**config.mk**
```make
export PLATFORM = sky130hd
export DESIGN_NAME = round_sequencer
export DESIGN_NICKNAME = d
export VERILOG_FILES = /design/src/rtl/round_sequencer.sv
export SDC_FILE = /design/constraint.sdc
export NUM_CORES = 1
export LEC_CHECK = 0
export CORE_MARGIN = 2
export CORE_UTILIZATION = 59
export DETAILED_ROUTE_END_ITERATION = 7
export PLACE_DENSITY = 0.92
export SYNTH_ARGS = -nofsm -noshare
export SYNTH_HDL_FRONTEND = slang
export SYNTH_SLANG_ARGS = --single-unit
```
**constraint.sdc**
```tcl
create_clock -name clock -period 12.13 [get_ports clock]
set_input_delay 2.426 -clock clock [delete_from_list [all_inputs] [get_ports clock]]
set_output_delay 2.426 -clock clock [all_outputs]
set_load 0.03 [all_outputs]
```
**src/rtl/round_sequencer.sv**
```systemverilog
// Round sequencer for the challenge game: fetches one 60-bit ROM word per round,
// presents it on the LEDs/servo, then judges a serial answer or a BCD sensor reading.
module round_sequencer #(
  parameter int unsigned N_ROUNDS       = 8,
  parameter int unsigned TIMEOUT_CYCLES = 50000000,
  parameter logic [6:0]  TERM_CHAR      = 7'h23
) (
  input  logic        clock,
  input  logic        reset,
  input  logic        iniciar,
  output logic [2:0]  mem_address,
  input  logic [59:0] mem_data,
  input  logic [6:0]  rx_char,
  input  logic        rx_valid,
  input  logic [11:0] sensor_bcd,
  input  logic        sensor_valid,
  output logic [3:0]  leds,
  output logic [1:0]  servo_pos,
  output logic        servo_load,
  output logic        servo_en,
  output logic        acerto,
  output logic [3:0]  score,
  output logic        ganhou,
  output logic        perdeu,
  output logic [2:0]  db_estado
);

  localparam int unsigned TW         = $clog2(TIMEOUT_CYCLES + 1);
  localparam logic [TW-1:0] TIMER_LAST = TW'(TIMEOUT_CYCLES - 1);
  localparam logic [2:0]  LAST_ADDR  = 3'(N_ROUNDS - 1);

  typedef enum logic [2:0] {
    IDLE    = 3'd0,
    FETCH   = 3'd1,
    PRESENT = 3'd2,
    WAIT    = 3'd3,
    CHECK   = 3'd4,
    NEXT    = 3'd5,
    WIN     = 3'd6,
    LOSE    = 3'd7
  } state_t;

  state_t          state, state_next;
  logic [59:0]     word;
  logic [27:0]     buffer;
  logic [2:0]      count;
  logic [TW-1:0]   timer;
  logic [11:0]     reading;
  logic            sensor_mode, done_strobe, timed_out, pass;

  always_ff @(posedge clock or posedge reset) begin
    if (reset) state <= IDLE;
    else       state <= state_next;
  end

  always_comb begin
    state_next = state;
    case (state)
      IDLE, WIN, LOSE: if (iniciar) state_next = FETCH;
      FETCH:           state_next = PRESENT;
      PRESENT:         state_next = WAIT;
      // The answer strobe takes priority over an expiring timer.
      WAIT: begin
        if (done_strobe)    state_next = CHECK;
        else if (timed_out) state_next = LOSE;
      end
      CHECK:           state_next = pass ? NEXT : LOSE;
      NEXT:            state_next = (mem_address == LAST_ADDR) ? WIN : FETCH;
      default:         state_next = IDLE;
    endcase
  end

  always_comb begin
    sensor_mode = (word[59:58] == 2'b11);
    done_strobe = sensor_mode ? sensor_valid : (rx_valid && (rx_char == TERM_CHAR));
    timed_out   = (timer >= TIMER_LAST);
    if (sensor_mode) pass = (reading >= word[51:40]) && (reading <= word[39:28]);
    else             pass = (count == 3'd4) && (buffer == word[27:0]);
    db_estado   = state;
  end

  always_ff @(posedge clock or posedge reset) begin
    if (reset) begin
      mem_address <= '0;
      word        <= '0;
      buffer      <= '0;
      count       <= '0;
      timer       <= '0;
      reading     <= '0;
      leds        <= '0;
      servo_pos   <= '0;
      servo_load  <= 1'b0;
      servo_en    <= 1'b0;
      acerto      <= 1'b0;
      score       <= '0;
      ganhou      <= 1'b0;
      perdeu      <= 1'b0;
    end else begin
      servo_load <= 1'b0;
      acerto     <= 1'b0;
      case (state)
        IDLE, WIN, LOSE: begin
          if (iniciar) begin
            mem_address <= '0;
            score       <= '0;
            ganhou      <= 1'b0;
            perdeu      <= 1'b0;
          end
        end
        FETCH: word <= mem_data;
        PRESENT: begin
          leds       <= word[57:54];
          servo_pos  <= word[53:52];
          servo_load <= 1'b1;
          servo_en   <= (word[59:58] == 2'b01) || (word[59:58] == 2'b10);
          buffer     <= '0;
          count      <= '0;
          timer      <= '0;
        end
        WAIT: begin
          timer <= timer + TW'(1);
          if (!sensor_mode && rx_valid) begin
            buffer <= {buffer[20:0], rx_char};
            if (count != 3'd4) count <= count + 3'd1;
          end
          if (sensor_mode && sensor_valid) reading <= sensor_bcd;
        end
        CHECK: begin
          if (pass) begin
            acerto <= 1'b1;
            score  <= score + 4'd1;
          end
        end
        NEXT: if (mem_address != LAST_ADDR) mem_address <= mem_address + 3'd1;
        default: ;
      endcase
      if (state_next == WIN && state != WIN) begin
        ganhou   <= 1'b1;
        leds     <= '0;
        servo_en <= 1'b0;
      end
      if (state_next == LOSE && state != LOSE) begin
        perdeu   <= 1'b1;
        leds     <= '0;
        servo_en <= 1'b0;
      end
    end
  end

endmodule
```
# Word-level counts from Yosys, hierarchy flattened
# Index checks and enable logic that the tools add are counted.
# W data, S select, Z words.
# word_totals
wordCells	106
out_inout_bits	21
in_bits	84
ff_bits	150
# op_classes
order_cmp	3
reduce_logical	26
eq_ne	25
addsub	4
mux	33
# op_table
cell	n
$pmux W28 S2	1
$pmux W26 S2	1
$eq A28 B28 Y1	1
$mux W28	1
$add A26 B1 Y26 const B	1
$ge A26 B26 Y1 const B	1
$eq A3 B3 Y1 const B	8
$mux W3	8
$mux W4	5
$pmux W3 S6	1
$reduce_bool A2 Y1	7
$ge A12 B12 Y1	1
$le A12 B12 Y1	1
$mux W1	12
$ne A3 B3 Y1 const B	4
$pmux W3 S2	2
$ne A2 B2 Y1 const B	5
$reduce_and A3 Y1	3
$pmux W4 S2	1
$reduce_and A2 Y1	4
$eq A7 B6 Y1 const B	1
$logic_and A1 B1 Y1	7
$add A3 B1 Y3 const B	2
$eq A3 B2 Y1 const B	2
10 further kinds	11

# Depth between registers and ports, before layout
# Gate-level depths: netlist of run 1.
# depth
word_depth	9
ltp_mapped	9
mapped_depth_nobuf	9

# Least setup slack after synthesis of run 1
# No wires, ideal clock.
# synth_timing
path_type	input -> register
from	input port rx_char[2]
to	register leds[0]
arrival_ps	3783
cell_stages	7
required_ps	11998
setup_slack_ps	8215
setup_ps	132
path_buffers	0
cell_sequence	or3b_1 o31ai_1 nor3b_1 a221oi_2 nand2_1 o221ai_2 a21oi_1
# synth_via
elab_chain_cells	9
elab_cells_between_ends	12
cone_classes	eq/ne (3); mux (5); reduce/logical (4)
# synth_rtl
element	line_no	rtl
start, declared	13	input logic [6:0] rx_char,
$eq A7 B6 Y1 (*)	75	done_strobe = sensor_mode ? sensor_valid : (rx_valid && (rx_char == TERM_CHAR));
$logic_and A1 B1 Y1 (*)	75	
$mux W1 (*)	75	
$mux W3 (*)	64	if (done_strobe) state_next = CHECK;
$pmux W3 S6 (*)	58	case (state)
$eq A3 B3 Y1	137	if (state_next == WIN && state != WIN) begin
$logic_and A1 B1 Y1	137	
$mux W4	137	
$mux W4	142	if (state_next == LOSE && state != LOSE) begin
end signal, assigned	112	leds <= word[57:54];
end, declared	17	output logic [3:0] leds,
# Mark *: on every way between the ends. The rest lies on a longest branch, timed or not.
# A chain may end at the register's enable or synchronous reset.

# Final worst setup path of run 1
# layout_timing
from	input port rx_char[1]
to	register servo_en
# layout_via
elab_chain_cells	9
elab_cells_between_ends	12
cone_classes	eq/ne (3); mux (5); reduce/logical (4)
# layout_rtl
element	line_no	rtl
$eq A7 B6 Y1 (*)	75	
$logic_and A1 B1 Y1 (*)	75	
$mux W1 (*)	75	
$mux W3 (*)	64	
$pmux W3 S6 (*)	58	
$eq A3 B3 Y1	137	
$logic_and A1 B1 Y1	137	
$mux W1	137	
$mux W1	142	
end signal, assigned	115	servo_en <= (word[59:58] == 2'b01) || (word[59:58] == 2'b10);
end, declared	20	output logic servo_en,
# Marks and branches as above.

==> impl_metrics.toml, run 1 <==
[outcome]
status = "completed"

[floorplan]
core_um2 = 12010
io_pins = 105
die_w_um = 115.0
rows = 40
die-area_um2 = 13230
chipHeight_um = 115.0
initial_core_util = 0.6053

[synthesis]
syn_area_per_cell_um2 = 10.20
netlist_instances = 713
synth_cell_types = 54
synth_edf_count = 0
ys.flop_type = "dfrtp_1"
yosysWarnings = 0
synth_seq_cells = 150
synth-seq-area-share = 0.5163
netlist_area_um2 = 7271
async_reset_ff_frac = 1.000
syn_nets = 828

[worst_hold_path]
min_to = "servo_pos[1]"
hold_path_depth = 2
hold_class = "reg2reg"
hp-start = "word[53]"

[pwr]
powerDensity_nw_per_um2 = 254.6
p_comb_frac = 0.407
p_leak_nw = 4.111
p_seq_frac = 0.384
vdd_drop_max_mv = 0.1854
p_switching_uw = 885.0
internal_power_mw = 1.396
p_clk_frac = 0.210
power.share.switching = 0.3879

[drt]
wl_per_cell_um = 17.70
drc = 0
vias = 5808
dr.first_iter.drc_count = 641
routed_wl_um = 17210
ant_nets = 0
drt-pass1-iter-count = 6
via_per_inst = 5.975

[global_routing]
use_met2 = 0.4757
antenna_found_initial = 1
use_met1 = 0.3478
busiest_layer = "met2"
grt_pass1_vias = 5884
grt_max_degree = 85
grt_remaining_overflow = 0
met3_usage = 0.06747
grt_pass1_wl_um = 28480
grt_usage = 0.2780

[worst_setup_path]
cp_data_required_time_ps = 12410
critPathBufInv = 1
timing.rr.end = "reading[4]"
cpPeakStageDelay_ps = 480
cp_top_family = "compound AO/OA/AOI/OAI gates"
reg2regPathDepth = 4
r2r_start = "db_estado[1]"
path_class = "in2reg"
path_depth = 8
critPathMaxFanout = 5
worstPathCellList = "clkdlybuf4s50_1 > or3b_1 > o31ai_1 > nor3b_1 > a221oi_2 > nand2_1 > o221ai_2 > a21oi_1"
r2r_setup_slack_ps = 9310
startpoint_type = "input pin"
worstPathArrival_ps = 4600
end_kind = "flop"
cp_slowest_cell = "clkdlybuf4s50_1"

[sta]
setup_viol = 0
slew_viol_final = 0
max_freq_ghz = 0.2319
rsz0062_at_grt = "no"
fin_crit_sh = 0.3555
min_period_ps = 4312
hold_viol_final = 0
tightest_slew_ps = 1239
max_slew_margin = 0.1741
setup_tns_ps = 0
skew_ps = 7.496

[flow_run]
maxCapViolCount = 0

[cts]
post_cts_buffers = 0
holdBufCountCts = 0
clock-sinks = 150
cts_resized = 0
h-tree-depth = 4
cts_buffers = 17
insertion_delay_ps = 420
clkTransAtPathRegs_ps = 60
max-clock-path-buffers = 2
cts_tree = "built"
root_buffer = "clkbuf_16"

[placement]
portBuffers = 104
hpwl_um = 11910
globalplace.congestion = 0.9136

[layout]
fin_util = 0.7458
drive_gt1_frac = 0.1141
nets = 928
area_growth_syn_to_layout_pct = 23.21
==> registers in the layout, indices dropped and copies added, names as in the netlist, 2 cells and up <==
register     count
buffer          28
leds             4
servo_pos        2
mem_address      3
count            3
timer           26
db_estado        3
score            4
reading         12
word            60
==> cells by family (layout without fill, tap and decap cells) <==
group                    Yosys count  in the layout  share of synthesized area
AO/OA/AOI/OAI                    107            107                    0.09568
buffers and inverters             66            177                    0.03579
XOR/XNOR                          29             29                    0.03493
multiplexers                      59             59                    0.08983
AND/OR/NAND/NOR                  271            271                     0.1742
other                              0              1                          0
adder cells (fa/ha/maj)           31             31                    0.05335
flip-flops                       150            150                     0.5163
==> per-layer routing <==
layer  part of all wire  vias up  wire [µm]
met1               0.40     2823       6864
li1                   -     2682          -
met3              0.073       39       1249
met2               0.50      264       8675
met4              0.024        0        417
met5                  0        -          0
==> cells in the mapped netlist (10+ instances only) <==
master / count / area share
mux2_2: 50 / 0.077
ha_1: 31 / 0.053
nand2_1: 144 / 0.074
dfrtp_1: 150 / 0.52
a21oi_1: 21 / 0.014
xor2_1: 17 / 0.020
nand4_1: 17 / 0.015
clkbuf_1: 17 / 0.0088
inv_1: 38 / 0.020
o21ai_0: 43 / 0.030
nor2_1: 18 / 0.0093
nand3_1: 46 / 0.032
xnor2_1: 12 / 0.014
buf_2: 10 / 0.0069
==> metrics by stage <==
stage / hold slack, ps / area [µm²] / total power, mW / std cells / setup slack (ps)
6_report: 474.0 / 8959 / 2.281 / 972 / 7818
2_1_floorplan: 434.8 / 7271 / 1.498 / 713 / 5668
3_5_place_dp: 462.9 / 8431 / 1.788 / 941 / 7397
5_1_grt: 503.1 / 8956 / 2.428 / 971 / 7697
3_3_place_gp: 449.7 / 8431 / 1.712 / 941 / 7576
4_1_cts: 475.4 / 8956 / 2.283 / 971 / 7822
==> worst max path at each step <==
| stage | startpoint | end | slack (ps) |
|---|---|---|---|
| 2_1_floorplan | reset | acerto | 5670 |
| 3_3_place_gp | rx_char[1] | leds[2] | 7580 |
| 3_5_place_dp | rx_char[1] | servo_en | 7400 |
| 4_1_cts | rx_char[1] | servo_en | 7820 |
| 5_1_grt | rx_char[2] | leds[2] | 7700 |
| 6_report | rx_char[1] | servo_en | 7820 |
==> worst min-delay path, delay by kind of cell (launching register included) <==
kind             cells  cell delay, ps
flip-flops           1             340
AND/OR/NAND/NOR      2             100
==> power groups by stage <==
stage	logic [mW]	registers, mW	clock network [mW]
after global routing	1.02	0.899	0.504
final	0.928	0.875	0.478
after floorplan	0.627	0.871	0
after global placement	0.848	0.863	0
after CTS	0.927	0.873	0.483
after detailed placement	0.909	0.879	0
==> cell usage in the layout, fill, tap and decap left out, drive strengths merged, types with 3 or more instances in the layout <==
| cell type | n |
|---|---|
| a21o | 6 |
| a21oi | 21 |
| and3 | 7 |
| and4 | 3 |
| buf | 4 |
| clkbuf | 25 |
| clkdlybuf4s50 | 104 |
| clkinv | 5 |
| dfrtp | 150 |
| ha | 31 |
| inv | 38 |
| mux2 | 50 |
| mux2i | 9 |
| nand2 | 145 |
| nand2b | 5 |
| nand3 | 46 |
| nand4 | 18 |
| nor2 | 18 |
| nor2b | 4 |
| nor3 | 5 |
| nor4 | 8 |
| o211ai | 8 |
| o21ai | 48 |
| o31ai | 9 |
| xnor2 | 12 |
| xor2 | 17 |
==> layout make-up <==
| type | count | area, µm² |
|---|---|---|
| sequential | 150 | 3754 |
| multi-input combinational | 497 | 3271 |
| fill | 779 | 3053 |
| timing repair buffer | 108 | 1071 |
| clock buffer | 25 | 475.5 |
| tap | 147 | 183.9 |
| inverter | 39 | 151.4 |
| clock inverter | 5 | 50.05 |
| antenna | 1 | 2.502 |
No activity file was read; power rests on OpenSTA's default activity.
==> inputs of run 2 (changes only) <==
CORE_UTILIZATION = 55   (was 59)
PLACE_DENSITY = 0.87   (was 0.92)
clock period = 4.2 ns   (was 12.13 ns; I/O delays follow)
==> run 2 against run 1 <==
  * Critical path depth decreased by 2
  * Via count decreased by 3.3%
  * First-iteration DRC count decreased by 25%
  * Register-to-register slack got worse by 7800 ps
  * Utilization decreased by 4.9 points
  * Clock-buffer cell count decreased by 4
  * Global-route usage decreased by 3.7 points
==> impl_metrics.toml, run 2 (same netlist as run 1, synthesis figures left out) <==
[sta]
max_freq_ghz = 0.3735
hold_viol_final = 0
tightest_slew_ps = 889.8
setup_tns_ps = 0
slew_viol_final = 0
min_period_ps = 2677
fin_crit_sh = 0.6374
max_slew_margin = 0.4068
skew_ps = 5.261
setup_viol = 0
rsz0062_at_grt = "no"

[layout]
biggestRegsByFlops = "word: 60 flops, buffer: 28 flops, timer: 26 flops"
fin_util = 0.6973
largest_reg_flops = 60
largest-register = "word"
fin_area_um2 = 9124
area_growth_syn_to_layout_pct = 25.49
final_cell_mix = "dfrtp_1, nand2_1, clkdlybuf4s50_1"
fillCellCount = 915
instances_no_fill = 1007
final_common_cell = "dfrtp_1"
num_antenna_cells = 0
nets = 933
regArea_um2 = 3754
drive_gt1_frac = 0.1276
multi_input_area_um2 = 3271

[global_routing]
antenna_found_initial = 0
grt_pass1_vias = 5528
grt_usage = 0.2415
grt_max_degree = 83
grt_remaining_overflow = 0
grt_pass1_wl_um = 26990

[floorplan]
rows = 42
die_w_um = 119.0
chipHeight_um = 119.0
initial_core_util = 0.5557
die-area_um2 = 14160
core_um2 = 13090
io_pins = 105

[placement]
portBuffers = 104
globalplace.congestion = 0.8515
detailed_place.area_um2 = 8528
dp.cells = 975
hpwl_um = 10920

[cts]
cts_buffers = 17
max-clock-path-buffers = 2
cts_resized = 0
clkTransAtPathRegs_ps = 60
root_buffer = "clkbuf_16"
cts_tree = "built"
holdBufCountCts = 0
clock-sinks = 150
h-tree-depth = 4
insertion_delay_ps = 420
post_cts_buffers = 0

[worst_hold_path]
hold_class = "reg2reg"

[drt]
ant_nets = 0
wl_per_cell_um = 15.95
dr.first_iter.drc_count = 481
drt-pass1-iter-count = 7
drc = 0
vias = 5615
via_per_inst = 5.576
routed_wl_um = 16060

[pwr]
vdd_drop_max_mv = 0.3551
p_total_mw = 6.683
powerDensity_nw_per_um2 = 732.5
p_leak_nw = 4.156

[worst_setup_path]
critPathMaxFanout = 15
cp_slowest_cell = "nor2_2"
cp_data_required_time_ps = 4500
path_class = "reg2reg"
startpoint_type = "flop"
end_kind = "flop"
cpPeakStageDelay_ps = 630
worstPathCellList = "nand2_1 > nor2_2 > and3_1 > nand4_2 > o211ai_1 > o31ai_1"
worstPathArrival_ps = 2970

[outcome]
status = "completed"

[flow_run]
maxCapViolCount = 0
-- run 2: cell types whose count changed in the layout (fill, tap and decap cells not counted), sizes merged --
cell      previous run  this run
inv                 38        37
clkinvlp             0         6
clkbuf              25        21
buf                  4         9
bufinv               1         2
diode                1         0
-- run 2: worst paths after layout --
check | start | endpoint | slack (ps) | depth (start not counted)
worst max register to register | db_estado[1] | timer[22] | 1520 | 6
worst min-delay path | word[53] | servo_pos[1] | 470 | 2
worst min register to register | word[53] | servo_pos[1] | 470 | 2
max in group asynchronous | reset | timer[3] | 2600 | 3
min in group asynchronous | reset | word[53] | 870 | 2
worst max-delay path | db_estado[1] | timer[22] | 1520 | 6
-- run 2: critical path: cells and delay by family, from the launching register on --
kind / cells / cell delay [ps]
DFF: 1 / 600
AOI/OAI and AO/OA: 2 / 320
and+or+nand+nor: 4 / 1620
-- run 2: layout make-up --
type	instances	area share
flip-flops and latches	150	0.4114
multi-input cells	497	0.3585
repair buffers	113	0.1242
clock buffers	21	0.05156
well taps	176	0.02414
inverters	39	0.01646
clock inverters	11	0.01371
-- run 2: per-stage QoR --
| step | hold WS, ps | setup slack (ps) |
|---|---|---|
| after floorplan | 434.8 | 1471 |
| after global placement | 445.0 | 1187 |
| after detailed placement | 457.9 | 1112 |
| after CTS | 472.4 | 1525 |
| after global routing | 493.1 | 1258 |
| final | 468.1 | 1523 |
-- run 2: report_power, final --
part | internal [mW] | total [mW] | switching [mW] | leakage (nW)
combinational | 1.18 | 2.65 | 1.48 | 1.97
clock | 0.921 | 1.51 | 0.591 | 0.277
sequential | 2.04 | 2.52 | 0.476 | 1.91
total | 4.14 | 6.68 | 2.54 | 4.16
-- run 2: per-layer routing --
metal	up-vias	GRT usage	routed length, µm	part of all wire
met2	177	0.3854	7602	0.47
met1	2719	0.3255	7250	0.45
met4	0	0.08557	289	0.018
met3	25	0.05556	921	0.057
met5	-	0	0	0
li1	2694	-	-	-
==> inputs of run 3 (changes only) <==
CORE_UTILIZATION = 49   (was 55)
PLACE_DENSITY = 0.82   (was 0.87)
clock period = 2.2 ns   (was 4.2 ns; I/O delays follow)
==> run 3 against run 2 <==
  * The run now ends with negative setup slack left
  * Global-route usage down 2.2 points
  * Critical endpoint is now leds[2]
  * Via count up 3.3%
  * Critical path depth up 4
  * Clock power up 81%
  * Die area up 12%
  * Sequential share of layout area down 2.5 points
==> impl_metrics.toml, run 3 (same netlist as run 1, synthesis figures left out) <==
[outcome]
status = "complete, but fails checks"
violations = "negative setup slack"

[floorplan]
die_w_um = 125.8
initial_core_util = 0.5003
rows = 44
core_um2 = 14530
die-area_um2 = 15830
chipHeight_um = 125.8
io_pins = 105

[cts]
root_buffer = "clkbuf_16"
insertion_delay_ps = 430
cts_tree = "built"
h-tree-depth = 4
cts_buffers = 17
clock-sinks = 150
max-clock-path-buffers = 2
clkTransAtPathRegs_ps = 60

[drt]
drc = 0
vias = 5803
routed_wl_um = 16780
wl_per_cell_um = 15.68
dr.first_iter.drc_count = 431
ant_nets = 0
via_per_inst = 5.423
drt-pass1-iter-count = 5

[global_routing]
use_met2 = 0.3561
antenna_found_initial = 0
grt_pass1_vias = 5883
grt_remaining_overflow = 0
use_met1 = 0.2944
met3_usage = 0.05268
grt_usage = 0.2195
grt_pass1_wl_um = 28120
grt_max_degree = 58
busiest_layer = "met2"

[sta]
max_slew_margin = 0.6762
hold_viol_final = 0
min_period_ps = 2350
worst_hold_slack_ps = 486.5
slew_viol_final = 0
fin_crit_sh = 1.068
layout_setup_ws_ps = -149.5
rsz0062_at_grt = "yes"
setup_tns_ps = -1078
tightest_slew_ps = 485.7
setup_viol = 10
max_freq_ghz = 0.4256
skew_ps = 12.98

[worst_setup_path]
r2r_setup_slack_ps = -150
cp_data_required_time_ps = 2550
r2r_start = "reading[2]"
worstPathArrival_ps = 2700
end_kind = "flop"
critPathMaxFanout = 7
timing.rr.end = "leds[2]"
path_class = "reg2reg"
startpoint_type = "flop"
reg2regPathDepth = 10

[layout]
area_growth_syn_to_layout_pct = 33.64
final_common_cell = "dfrtp_1"
final_cell_mix = "dfrtp_1, nand2_1, clkdlybuf4s50_1"
fin_area_um2 = 9717
fillCellCount = 1131
largest_reg_flops = 60
num_antenna_cells = 0
largest-register = "word"
biggestRegsByFlops = "word: 60 flops, buffer: 28 flops, timer: 26 flops"
drive_gt1_frac = 0.2167
nets = 988

[pwr]
vdd_drop_max_mv = 0.7980
p_leak_nw = 4.463
p_total_mw = 13.64
powerDensity_nw_per_um2 = 1404

[placement]
globalplace.congestion = 0.8720
detailed_place.area_um2 = 8966
portBuffers = 104
hpwl_um = 11520
dp_slack_ps = -365.4

[flow_run]
maxCapViolCount = 0

[worst_hold_path]
hold_class = "in2async"
run 3: final cells by class:
class                   count  area [µm²]  area share
flip-flops and latches    150        3755      0.3864
repair buffers            168        1603      0.1650
inverters                  39       150.1     0.01545
well taps                 184       230.2     0.02369
clock inverters            13       123.9     0.01275
clock buffers              19       432.9     0.04455
multi-input cells         497        3422      0.3522
run 3: worst max path at each step:
stage | depth (start not counted) | from | to
6_report | 10 | reading[2] | leds[2]
3_5_place_dp | 9 | rx_char[1] | leds[1]
4_1_cts | 9 | reading[9] | leds[2]
2_1_floorplan | 1 | reset | acerto
3_3_place_gp | 9 | rx_char[1] | leds[0]
5_1_grt | 10 | reading[2] | servo_en
run 3: power by group:
group	switching (mW)	internal, mW	leakage (nW)	total [mW]
Clock	1.17	1.57	0.265	2.74
Combinational	3.21	2.97	2.29	6.18
Sequential	0.828	3.90	1.91	4.73
Total	5.21	8.44	4.46	13.6
run 3: worst max-delay path: stages, from the launching register on:
cell and delay, ps:
dfrtp_1 400, buf_6 130, ha_4 250, nand4_1 90
or4_4 500, o21ai_2 80, a21oi_2 70, o21ai_4 290
o221ai_2 170, buf_6 170, a21oi_4 110
run 3: through the flow:
step,cells,util
2_1_floorplan,713,-
3_3_place_gp,1035,0.6169
3_5_place_dp,1035,0.6169
4_1_cts,1068,0.6625
5_1_grt,1070,0.6686
6_report,1070,0.6686
run 3: layer usage:
metal / vias up / part of all wire
li1: 2802 / -
met1: 2823 / 0.45
met2: 158 / 0.49
met3: 20 / 0.051
met4: 0 / 0.013
met5: - / 0
run 3: timing repair:
item                                   in CTS  in global routing
setup endpoints to repair                  13                 18
pin swaps                                   8                  7
hold buffers                                0                  0
endpoints found under the hold margin       0                  0
resized for setup                          21                 21
setup buffers                               1                  2
